$ cat config.mk
export PLATFORM = sky130hd
export DESIGN_NAME = program_loader
export DESIGN_NICKNAME = d
export VERILOG_FILES = /design/src/rtl/program_loader.sv
export SDC_FILE = /design/constraint.sdc
export NUM_CORES = 1
export LEC_CHECK = 0
export CAP_MARGIN = 20
export CORE_MARGIN = 5
export CORE_UTILIZATION = 55
export CTS_CLUSTER_DIAMETER = 100
export DETAILED_ROUTE_END_ITERATION = 8
export DONT_BUFFER_PORTS = 1
export PLACE_DENSITY = 0.8
export SETUP_SLACK_MARGIN = 0.4
export SLEW_MARGIN = 25
export SYNTH_ARGS = -nofsm -noshare
export SYNTH_HDL_FRONTEND = slang
export SYNTH_SLANG_ARGS = --single-unit
export TNS_END_PERCENT = 100
$ cat constraint.sdc
create_clock -name clk -period 10.5 [get_ports clk]
set_clock_uncertainty 0.15 [all_clocks]
set_input_delay 3.15 -clock clk [delete_from_list [all_inputs] [get_ports clk]]
set_output_delay 3.15 -clock clk [all_outputs]
set_load 0.02 [all_outputs]
$ cat src/rtl/program_loader.sv
// program_loader: streams little-endian bytes into 32-bit program-memory words while holding the core in reset
module program_loader #(
    parameter int MEMORY_DEPTH = 32,
    parameter int DATA_WIDTH   = 32
) (
    input  logic                  clk,
    input  logic                  reset,
    input  logic                  Start_i,
    input  logic [15:0]           Word_Count_i,
    input  logic [7:0]            Byte_i,
    input  logic                  Byte_Valid_i,
    output logic                  Byte_Ready_o,
    output logic                  Mem_Write_o,
    output logic [DATA_WIDTH-1:0] Mem_Address_o,
    output logic [DATA_WIDTH-1:0] Mem_Data_o,
    output logic                  Busy_o,
    output logic                  Done_o,
    output logic                  Error_o,
    output logic                  Cpu_Reset_o
);
    localparam logic [1:0] IDLE  = 2'd0;
    localparam logic [1:0] RECV  = 2'd1;
    localparam logic [1:0] WRITE = 2'd2;
    localparam logic [1:0] DONE  = 2'd3;
    localparam logic [16:0] DEPTH = 17'(MEMORY_DEPTH);

    logic [1:0]            state_q, state_d;
    logic [1:0]            byte_cnt_q, byte_cnt_d;
    logic [15:0]           idx_q, idx_d;
    logic [15:0]           count_q, count_d;
    logic [31:0]           word_q, word_d;
    logic                  error_q, error_d;
    logic                  ready_q, ready_d;
    logic                  write_q, write_d;
    logic [DATA_WIDTH-1:0] addr_q, addr_d;
    logic [DATA_WIDTH-1:0] data_q, data_d;
    logic                  busy_q, busy_d;
    logic                  done_q, done_d;

    always_comb begin
        state_d    = state_q;
        byte_cnt_d = byte_cnt_q;
        idx_d      = idx_q;
        count_d    = count_q;
        word_d     = word_q;
        error_d    = error_q;
        if (state_q == IDLE) begin
            if (Start_i) begin
                count_d    = Word_Count_i;
                error_d    = 1'b0;
                byte_cnt_d = 2'd0;
                idx_d      = 16'd0;
                word_d     = 32'd0;
                if (Word_Count_i == 16'd0)
                    state_d = DONE;
                else if ({1'b0, Word_Count_i} > DEPTH)
                    error_d = 1'b1;
                else
                    state_d = RECV;
            end
        end else if (state_q == RECV) begin
            if (Byte_Valid_i) begin
                word_d[{byte_cnt_q, 3'b000} +: 8] = Byte_i;
                byte_cnt_d = byte_cnt_q + 2'd1;
                state_d    = (byte_cnt_q == 2'd3) ? WRITE : RECV;
            end
        end else if (state_q == WRITE) begin
            idx_d      = idx_q + 16'd1;
            byte_cnt_d = 2'd0;
            state_d    = (idx_d == count_q) ? DONE : RECV;
        end else begin
            state_d = IDLE;
        end
        // Outputs are registered from the next state so they line up with it
        ready_d = state_d == RECV;
        write_d = state_d == WRITE;
        busy_d  = state_d != IDLE;
        done_d  = state_d == DONE;
        addr_d  = write_d ? DATA_WIDTH'({idx_q, 2'b00}) : '0;
        data_d  = write_d ? DATA_WIDTH'(word_d) : '0;
    end

    always_ff @(posedge clk or posedge reset) begin
        if (reset) begin
            state_q    <= IDLE;
            byte_cnt_q <= 2'd0;
            idx_q      <= 16'd0;
            count_q    <= 16'd0;
            word_q     <= 32'd0;
            error_q    <= 1'b0;
            ready_q    <= 1'b0;
            write_q    <= 1'b0;
            addr_q     <= '0;
            data_q     <= '0;
            busy_q     <= 1'b0;
            done_q     <= 1'b0;
        end else begin
            state_q    <= state_d;
            byte_cnt_q <= byte_cnt_d;
            idx_q      <= idx_d;
            count_q    <= count_d;
            word_q     <= word_d;
            error_q    <= error_d;
            ready_q    <= ready_d;
            write_q    <= write_d;
            addr_q     <= addr_d;
            data_q     <= data_d;
            busy_q     <= busy_d;
            done_q     <= done_d;
        end
    end

    assign Byte_Ready_o  = ready_q;
    assign Mem_Write_o   = write_q;
    assign Mem_Address_o = addr_q;
    assign Mem_Data_o    = data_q;
    assign Busy_o        = busy_q;
    assign Cpu_Reset_o   = busy_q;
    assign Done_o        = done_q;
    assign Error_o       = error_q;
endmodule

==> flow_results.org, run 1 <==
** Finish
- Leaving out fill and tap cells, the most frequent cell in the layout is sky130_fd_sc_hd__dfrtp_1.
- Of the cells placed in the final design, the portion with a size suffix greater than 1 is 0.1398.
- Post-Layout Inst Area :: 5912 sq um
- Top library cells by usage in the layout, fill and taps aside :: sky130_fd_sc_hd__dfrtp_1 (121), sky130_fd_sc_hd__and2_1 (43), sky130_fd_sc_hd__a22o_1 (31)
- Net count of the finished layout :: 494
- Antenna fix cells :: 0
- Area grow syn2layout :: 10.84%
- Final core utilization :: 0.6162

** Flow run
- The tool flagged a number of max-cap violations equal to 0.

** Global routing
- Entering global routing, the biggest net connects 77 pins.
- The number of antenna violations at the first check in global routing is 0.
- Number of global-route vias before repair :: 3,437
- Global-route total usage across every layer :: 0.2029
- After global routing the overflow that remains totals 0.
- The first global-routing pass estimated 18,250 microns of wire.

** Routing
- In this run, the number of DRC markers left after iteration 0 of detailed routing was 265.
- Remaining antenna violation count after routing :: 0
- Routed wire length per instance :: 18.43 microns
- After detailed routing, the number of remaining DRC violations is 0.
- Wires add up to 11,150 microns.
- Post-DR vias/cell :: 5.676
- First-pass DRT Iterations :: 5
- For this block, the via count after detailed routing is 3,434.

** Floorplan
- After floorplanning, the core was sized to cover 9594 sq um.
- Floorplan die height :: 108.5 microns
- Io pins :: 98
- Floorplan row count :: 36
- The die covers 11,770 sq um.
- Die width :: 108.5 microns
- For this configuration, the core starts out at a cell density of 0.5559.

** Logic synthesis
- Register area share after synthesis :: 0.5677
- The Yosys step of the flow raised 0 warnings.
- Post-Synthesis Mean Instance Area :: 11.52 sq um
- Yosys mapped a number of flops with a built-in enable equal to 0.
- Yosys mapped the design onto 60 distinct sky130hd cell types.
- Number of synthesized register bits :: 121
- For this run, the leading register cell type out of synthesis is sky130_fd_sc_hd__dfrtp_1.
- Mapped Cells :: 463
- The cell area that synthesis handed to floorplanning was 5334 sq um.
- In the synthesized netlist the async set-or-reset flop fraction comes to 1.000.

** Clock network
- Counting along the longest clock path gives a buffer depth of 2.
- In this run, post-CTS hold repair placed 0 buffers.
- The number of setup buffers added after CTS is 0.
- The number of gates resized after CTS was 0.
- Clock-pin slew was measured on the worst setup and hold paths at 0.06 ns.
- Clock tree synthesis found a total of 121 sinks.
- Root buffer selected by CTS :: sky130_fd_sc_hd__clkbuf_8
- At the later pin of the worst-skew pair, clock insertion delay measures 0.52 ns.
- Clock tree synthesis inserted a total of 17 buffers.
- Deepest level of the CTS H-tree :: 4
- TritonCTS clock tree :: built

** STA
- Once routing completed, OpenROAD measured the worst setup slack at 5.911 ns.
- Setup repair after global routing left no endpoint under its margin.
- Setup_tns :: 0 ns
- The worst path in the final design needs a cycle of 4.589 ns, including I/O delays and setup.
- Relative slew slack :: 0.2836
- For the pin with the worst max-slew slack, the measured transition is 1.072 ns.
- Highest clock rate :: 217.9 MHz
- Share of the cycle needed by the critical path after routing :: 0.4371
- Setup violations remaining at the end of the flow were counted as 0.
- Final hold violation count :: 0
- The tightest hold path in the finished design has a slack of 0.3159 ns.
- The max-slew violation count came to 0.

** Place
- Placed Area :: 5335 sq um
- Post-placement worst setup slack :: 5.550 ns
- RD Place Congestion :: 0.8879
- Number of buffers added on ports :: 0
- Detailed placement finished with a half-perimeter wire length of 7599 microns.

** Critical path
- Counting cells, the worst reg-to-reg path comes to 7.
- The setup path with the least slack is of type in -> reg.
- Along the worst path, the maximum fanout reaches 43.
- Startpoint of the lowest-slack register-to-register path :: idx_q[0]
- Walking the worst path, the cells encountered are nand3_1 > clkinv_1 > nor2_1 > and3_1.
- Worst Setup SP :: Byte_Valid_i
- The largest single stage delay on the critical path is 0.81 ns.
- Capturing element type of the critical path :: flip-flop
- Slowest stage cell on the critical path :: sky130_fd_sc_hd__clkinv_1
- For the worst setup path, the data required time is 10.80 ns.
- Crit path DAT :: 4.89 ns
- Critical Path Start Type :: primary input

** Power and ir drop
- IR analysis of the VDD net gives a maximum drop of 0.0001136 V.
- P_leak :: 2.721 nW
- Power spread over the standard cell area amounts to 182.5 nW/um^2.

** Worst hold path
- The worst hold path was traced through 2 stages.
- Class of the most critical hold timing path :: reg -> reg
- In this run the most critical hold path is launched from word_q[16].

** Run status
- The run finished with clean final reports.
-- power breakdown --
| group | switching, mW | total [mW] | internal (mW) | leakage (nW) |
|---|---|---|---|---|
| clock | 0.235 | 0.558 | 0.323 | 0.269 |
| combinational | 0.0266 | 0.0411 | 0.0146 | 0.802 |
| sequential | 0.00644 | 0.479 | 0.473 | 1.65 |
| total | 0.268 | 1.08 | 0.811 | 2.72 |
-- routing by layer --
layer,vias up,part of all wire,track usage
met3,15,0.078,0.07104
met4,0,0.016,0.08296
met1,1704,0.42,0.2586
met2,126,0.49,0.3169
li1,1589,-,-
met5,-,0,0
-- worst max-delay path, delay by kind of cell --
family / cells / cell delay (ns)
simple gates: 3 / 0.92
buf+inv: 1 / 0.81
-- cells by family after synthesis --
group,after synthesis,synth area share
DFF,121,0.5677
adders and majority gates,7,0.01642
buffers and inverters,54,0.05747
muxes,16,0.03354
other,1,0.0007031
AOI/OAI and AO/OA,97,0.1302
and+or+nand+nor,150,0.1661
xor gates and xnor gates,17,0.02791
-- through the flow --
stage                     cells  total power [mW]
final                       605             1.079
after global routing        605             1.117
after CTS                   605             1.089
after detailed placement    573            0.5293
after global placement      573            0.5276
after floorplan             478            0.5254
-- final cells by class --
| class | count | area [sq um] |
|---|---|---|
| clock buffer | 17 | 414.1 |
| clock inverter | 15 | 155.1 |
| fill | 750 | 3682 |
| inverter | 13 | 51.30 |
| multi-input combinational | 303 | 2071 |
| sequential | 121 | 3028 |
| tap | 133 | 166.4 |
| timing repair buffer | 3 | 26.28 |
-- worst paths after layout --
path                                        to  slack, ns
worst max-delay path              Byte_Ready_o       5.91
worst max register to register    Byte_Ready_o       6.99
max in group asynchronous             idx_q[9]       6.78
min in group asynchronous       Mem_Data_o[25]       2.40
worst min-delay path                word_q[16]       0.32
worst min register to register      word_q[16]       0.32
-- registers in the layout, summed over array words and instances, names as in the netlist --
register / flops
word_q: 32
Error_o: 1
state_q: 2
byte_cnt_q: 2
Mem_Data_o: 32
count_q: 16
Mem_Write_o: 1
Busy_o: 1
Byte_Ready_o: 1
idx_q: 16
Mem_Address_o: 16
Done_o: 1
-- cell usage after synthesis, types with 3 or more instances --
cell type                  number  area [sq um]
sky130_fd_sc_hd__o22ai_1        5         31.28
sky130_fd_sc_hd__clkbuf_1      10         37.54
sky130_fd_sc_hd__ha_1           7         87.58
sky130_fd_sc_hd__nand3_1        5         25.02
sky130_fd_sc_hd__nor2_1        26         97.59
sky130_fd_sc_hd__dfrtp_1      121          3028
sky130_fd_sc_hd__a21oi_1       10         50.05
sky130_fd_sc_hd__buf_2          7         35.03
sky130_fd_sc_hd__and3_1         3         18.77
sky130_fd_sc_hd__xnor2_1       13         113.9
sky130_fd_sc_hd__xor2_1         4         35.03
sky130_fd_sc_hd__nand2b_1       4         25.02
sky130_fd_sc_hd__and2_1        43         269.0
sky130_fd_sc_hd__mux2_2        15         168.9
sky130_fd_sc_hd__nand2_1       29         108.9
sky130_fd_sc_hd__a31oi_1        4         25.02
sky130_fd_sc_hd__o21ai_0       26         130.1
sky130_fd_sc_hd__nor2b_1        3         18.77
sky130_fd_sc_hd__o31ai_1        4         30.03
sky130_fd_sc_hd__nor4_1         5         31.28
sky130_fd_sc_hd__buf_4         21         157.7
sky130_fd_sc_hd__a22o_1        31         271.5
sky130_fd_sc_hd__nor3_1         7         35.03
sky130_fd_sc_hd__nand4_1        6         37.54
sky130_fd_sc_hd__inv_1         13         48.80
Power figures use the tool's default switching activity.
==> run 2, diff against run 1 <==
--- a/config.mk
+++ b/config.mk
@@ -11,7 +11,7 @@
 export CTS_CLUSTER_DIAMETER = 100
 export DETAILED_ROUTE_END_ITERATION = 8
 export DONT_BUFFER_PORTS = 1
-export PLACE_DENSITY = 0.8
+export PLACE_DENSITY = 0.83
 export SETUP_SLACK_MARGIN = 0.4
 export SLEW_MARGIN = 25
 export SYNTH_ARGS = -nofsm -noshare
==> constraint.sdc (replaced) <==
create_clock -name clk -period 4.14 [get_ports clk]
set_clock_uncertainty 0.15 [all_clocks]
set_input_delay 1.242 -clock clk [delete_from_list [all_inputs] [get_ports clk]]
set_output_delay 1.242 -clock clk [all_outputs]
set_load 0.02 [all_outputs]
==> run 2 against run 1 <==
Global-route usage is 0.59 points higher. Sequential share of layout area fell by 0.22 points. Flip-flop and latch count did not move. Power increased to 2.5 times the previous value. First-iteration DRC count down 9.4%. Utilization increased by 0.26 points. Register-to-register slack lost 6.0 ns. Critical path depth increased by 3. Combinational power rose to 2.6 times the previous value. Die area unchanged. Sequential power grew to 2.5 times the previous value. Clock power is 150% higher. Critical path type is now reg -> reg. Largest cell class unchanged. Largest power group unchanged.
==> flow_results.org, run 2 (synthesized netlist as in run 1, its figures left out) <==
** Run status
- The run finished with clean final reports.

** Finish
- From synthesis to final layout, the design area changed by 11.31%.
- In the layout the commonest cells are sky130_fd_sc_hd__dfrtp_1 (121), sky130_fd_sc_hd__and2_1 (43), sky130_fd_sc_hd__a22o_1 (31).
- Leaving out fill and tap cells, the most frequent cell in the layout is sky130_fd_sc_hd__dfrtp_1.
- The count of filler cells inserted in the layout came to 737 (-1.7%).
- Antenna fix cells :: 0 (unchanged)
- The ratio of cells with drive above 1 in the final layout came to 0.1468 (+0.006920).
- The number of nets in the finished design is 499 (+1.0%).

** Place
- The pre-CTS setup slack was 1.023 ns (-4.527 ns).
- The detailed placement HPWL came to 7785 microns (+2.4%).
- Number of buffers added on ports :: 0 (unchanged)
- The final weighted congestion in routability-driven placement is 0.9208 (+3.7%).

** Power and ir drop
- The power spent charging and discharging nets came to 695.3 uW (+160%).
- The net switching fraction of the power is 0.2573 (+0.009071).
- The internal power contribution is 2.007 mW (+150%).
- Comb pwr share :: 0.040 (+0.002)
- Max rail drop VDD :: 0.0003021 V (+170%)
- Power density over the cells :: 455.2 nW/um^2 (+150%)
- The sequential share of power came to 0.450 (+0.005).
- P_leak :: 2.751 nW (+1.1%)
- Clock power frac :: 0.510 (-0.007)

** STA
- Setup repair after global routing left no endpoint under its margin.
- The setup slack after layout was 0.9497 ns (-4.961 ns).
- Max-slew violation count :: 0 (unchanged)
- Number of setup violations in the final report :: 0 (unchanged)
- Relative slew slack :: 0.3148 (+0.03117)
- Minimum period implied by the final worst setup slack :: 3.190 ns
- Dividing the final minimum period by the clock period gives 0.7706.
- Highest clock rate :: 313.4 MHz
- Final hold violation count :: 0 (unchanged)
- Setup_tns :: 0 ns (unchanged)
- The transition time of the tightest slew-check pin came to 1.026 ns (-0.04667 ns).
- The worst hold slack came to 0.3141 ns (-0.001725 ns).

** Clock network
- The number of CTS-inserted buffers was 17 (unchanged).
- The maximum level of the CTS H-tree is 4 (unchanged).
- Largest buffer count on any clock path :: 2 (unchanged)
- The setup fix buffers added after clock tree synthesis came to 0 (unchanged).
- Root buffer selected by CTS :: sky130_fd_sc_hd__clkbuf_8
- The count of cells resized by post-cts repair came to 0 (unchanged).
- Number of hold buffers added after CTS :: 0 (unchanged)
- TritonCTS built the clock tree.
- Clock edge transition at the registers on the reported setup and hold paths :: 0.06 ns (about the same)
- The clock net sink count came to 121 (unchanged).
- The clock insertion delay at the later pin of the skew report came to 0.52 ns (about the same).

** Routing
- The count of TritonRoute iterations in the first routing pass was 5 (unchanged).
- The count of antenna-violating nets left after detailed routing was 0 (unchanged).
- The iteration-0 DRC count of the detailed router was 240 (-9.4%).
- The number of design rule violations left after detail routing is 0 (unchanged).
- Post-DR vias/cell :: 5.833 (+2.8%)
- Drt total wl :: 11,640 microns (+4.4%)
- The number of vias in the routed layout is 3,558 (+3.6%).
- Routed wire length per instance :: 19.08 microns (+3.5%)

** Critical path
- Highest fanout seen on the critical path :: 11 (-74%)
- Critical Path Start Type :: flip-flop
- The worst setup path is captured at a flip-flop.
- The endpoint required time on the critical path was 4.40 ns (-6.40 ns).
- Setup slack of the worst register-to-register path :: 0.95 ns (-6.04 ns)
- The data arrival time of the critical path is 3.45 ns (-1.44 ns).
- The worst setup path is of the reg -> reg kind.

** Floorplan
- The full die area was 11,770 sq um (unchanged).
- The overall die height is 108.5 microns (unchanged).
- The number of standard-cell rows in the floorplan was 36 (unchanged).
- Area inside the core boundary :: 9594 sq um (unchanged)
- The effective utilization at floorplan came to 0.5559 (unchanged).
- The die boundary width was 108.5 microns (unchanged).
- Io pins :: 98 (unchanged)

** Global routing
- The maximum number of pins on one net before global-route repair is 44 (-43%).
- Global-route total usage across every layer :: 0.2089 (+0.005936)
- Global-route wire length before repair :: 18,430 microns (+0.98%)
- Initial antenna violation count :: 0 (unchanged)
- Total congestion overflow after global routing :: 0 (unchanged)
- The via count of the first global-routing pass is 3,466 (+0.84%).

** Flow run
- The max-cap violation count is 0 (unchanged).

** Worst hold path
- The path class of the tightest hold or removal check is reg -> reg.
==> run 2: path summary, 6_finish.rpt <==
kind	cells after the start	from	endpoint
setup / recovery	7	idx_q[0]	Byte_Ready_o
hold / removal	2	word_q[16]	word_q[16]
setup reg to reg	7	idx_q[0]	Byte_Ready_o
hold reg to reg	2	word_q[16]	word_q[16]
max in group asynchronous	2	reset	word_q[10]
min in group asynchronous	1	reset	word_q[1]
==> run 2: cell type report <==
class	count	area, sq um	area share
repair buffers	8	60.06	0.01012
well taps	133	166.4	0.02803
inverters	13	52.55	0.008851
clock inverters	15	151.4	0.02550
clock buffers	17	414.1	0.06976
flip-flops and latches	121	3028	0.5100
multi-input cells	303	2064	0.3477
==> run 2: routing by layer <==
metal	up-vias	global-route usage	share of wire
met3	19	0.06388	0.083
met5	-	0	0
met4	0	0.07484	0.017
met1	1755	0.2675	0.40
li1	1603	-	-
met2	181	0.3372	0.50
==> run 2: worst max-delay path, cell delays in order, from the launching register on <==
cell	delay, ns
sky130_fd_sc_hd__dfrtp_1	0.51
sky130_fd_sc_hd__ha_1	0.31
sky130_fd_sc_hd__nand3_1	0.36
sky130_fd_sc_hd__or4_2	0.78
sky130_fd_sc_hd__xnor2_1	0.16
sky130_fd_sc_hd__a2111oi_1	0.35
sky130_fd_sc_hd__nand4b_1	0.21
sky130_fd_sc_hd__and3_1	0.24
==> run 2: through the flow <==
stage               area [sq um]    util  cells  power (mW)
global route                5937  0.6188    610       2.797
finish                      5937  0.6188    610       2.702
detailed placement          5368  0.5595    578       1.345
global placement            5368  0.5595    578       1.340
floorplan                   5394       -    478       1.333
CTS                         5933  0.6184    610       2.723
==> run 2: power by group through the flow <==
stage	Clock (mW)	Sequential [mW]	Combinational, mW
after floorplan	0	1.23	0.101
after global placement	0	1.24	0.104
after detailed placement	0	1.24	0.107
after CTS	1.40	1.22	0.109
after global routing	1.46	1.22	0.120
final	1.38	1.22	0.108
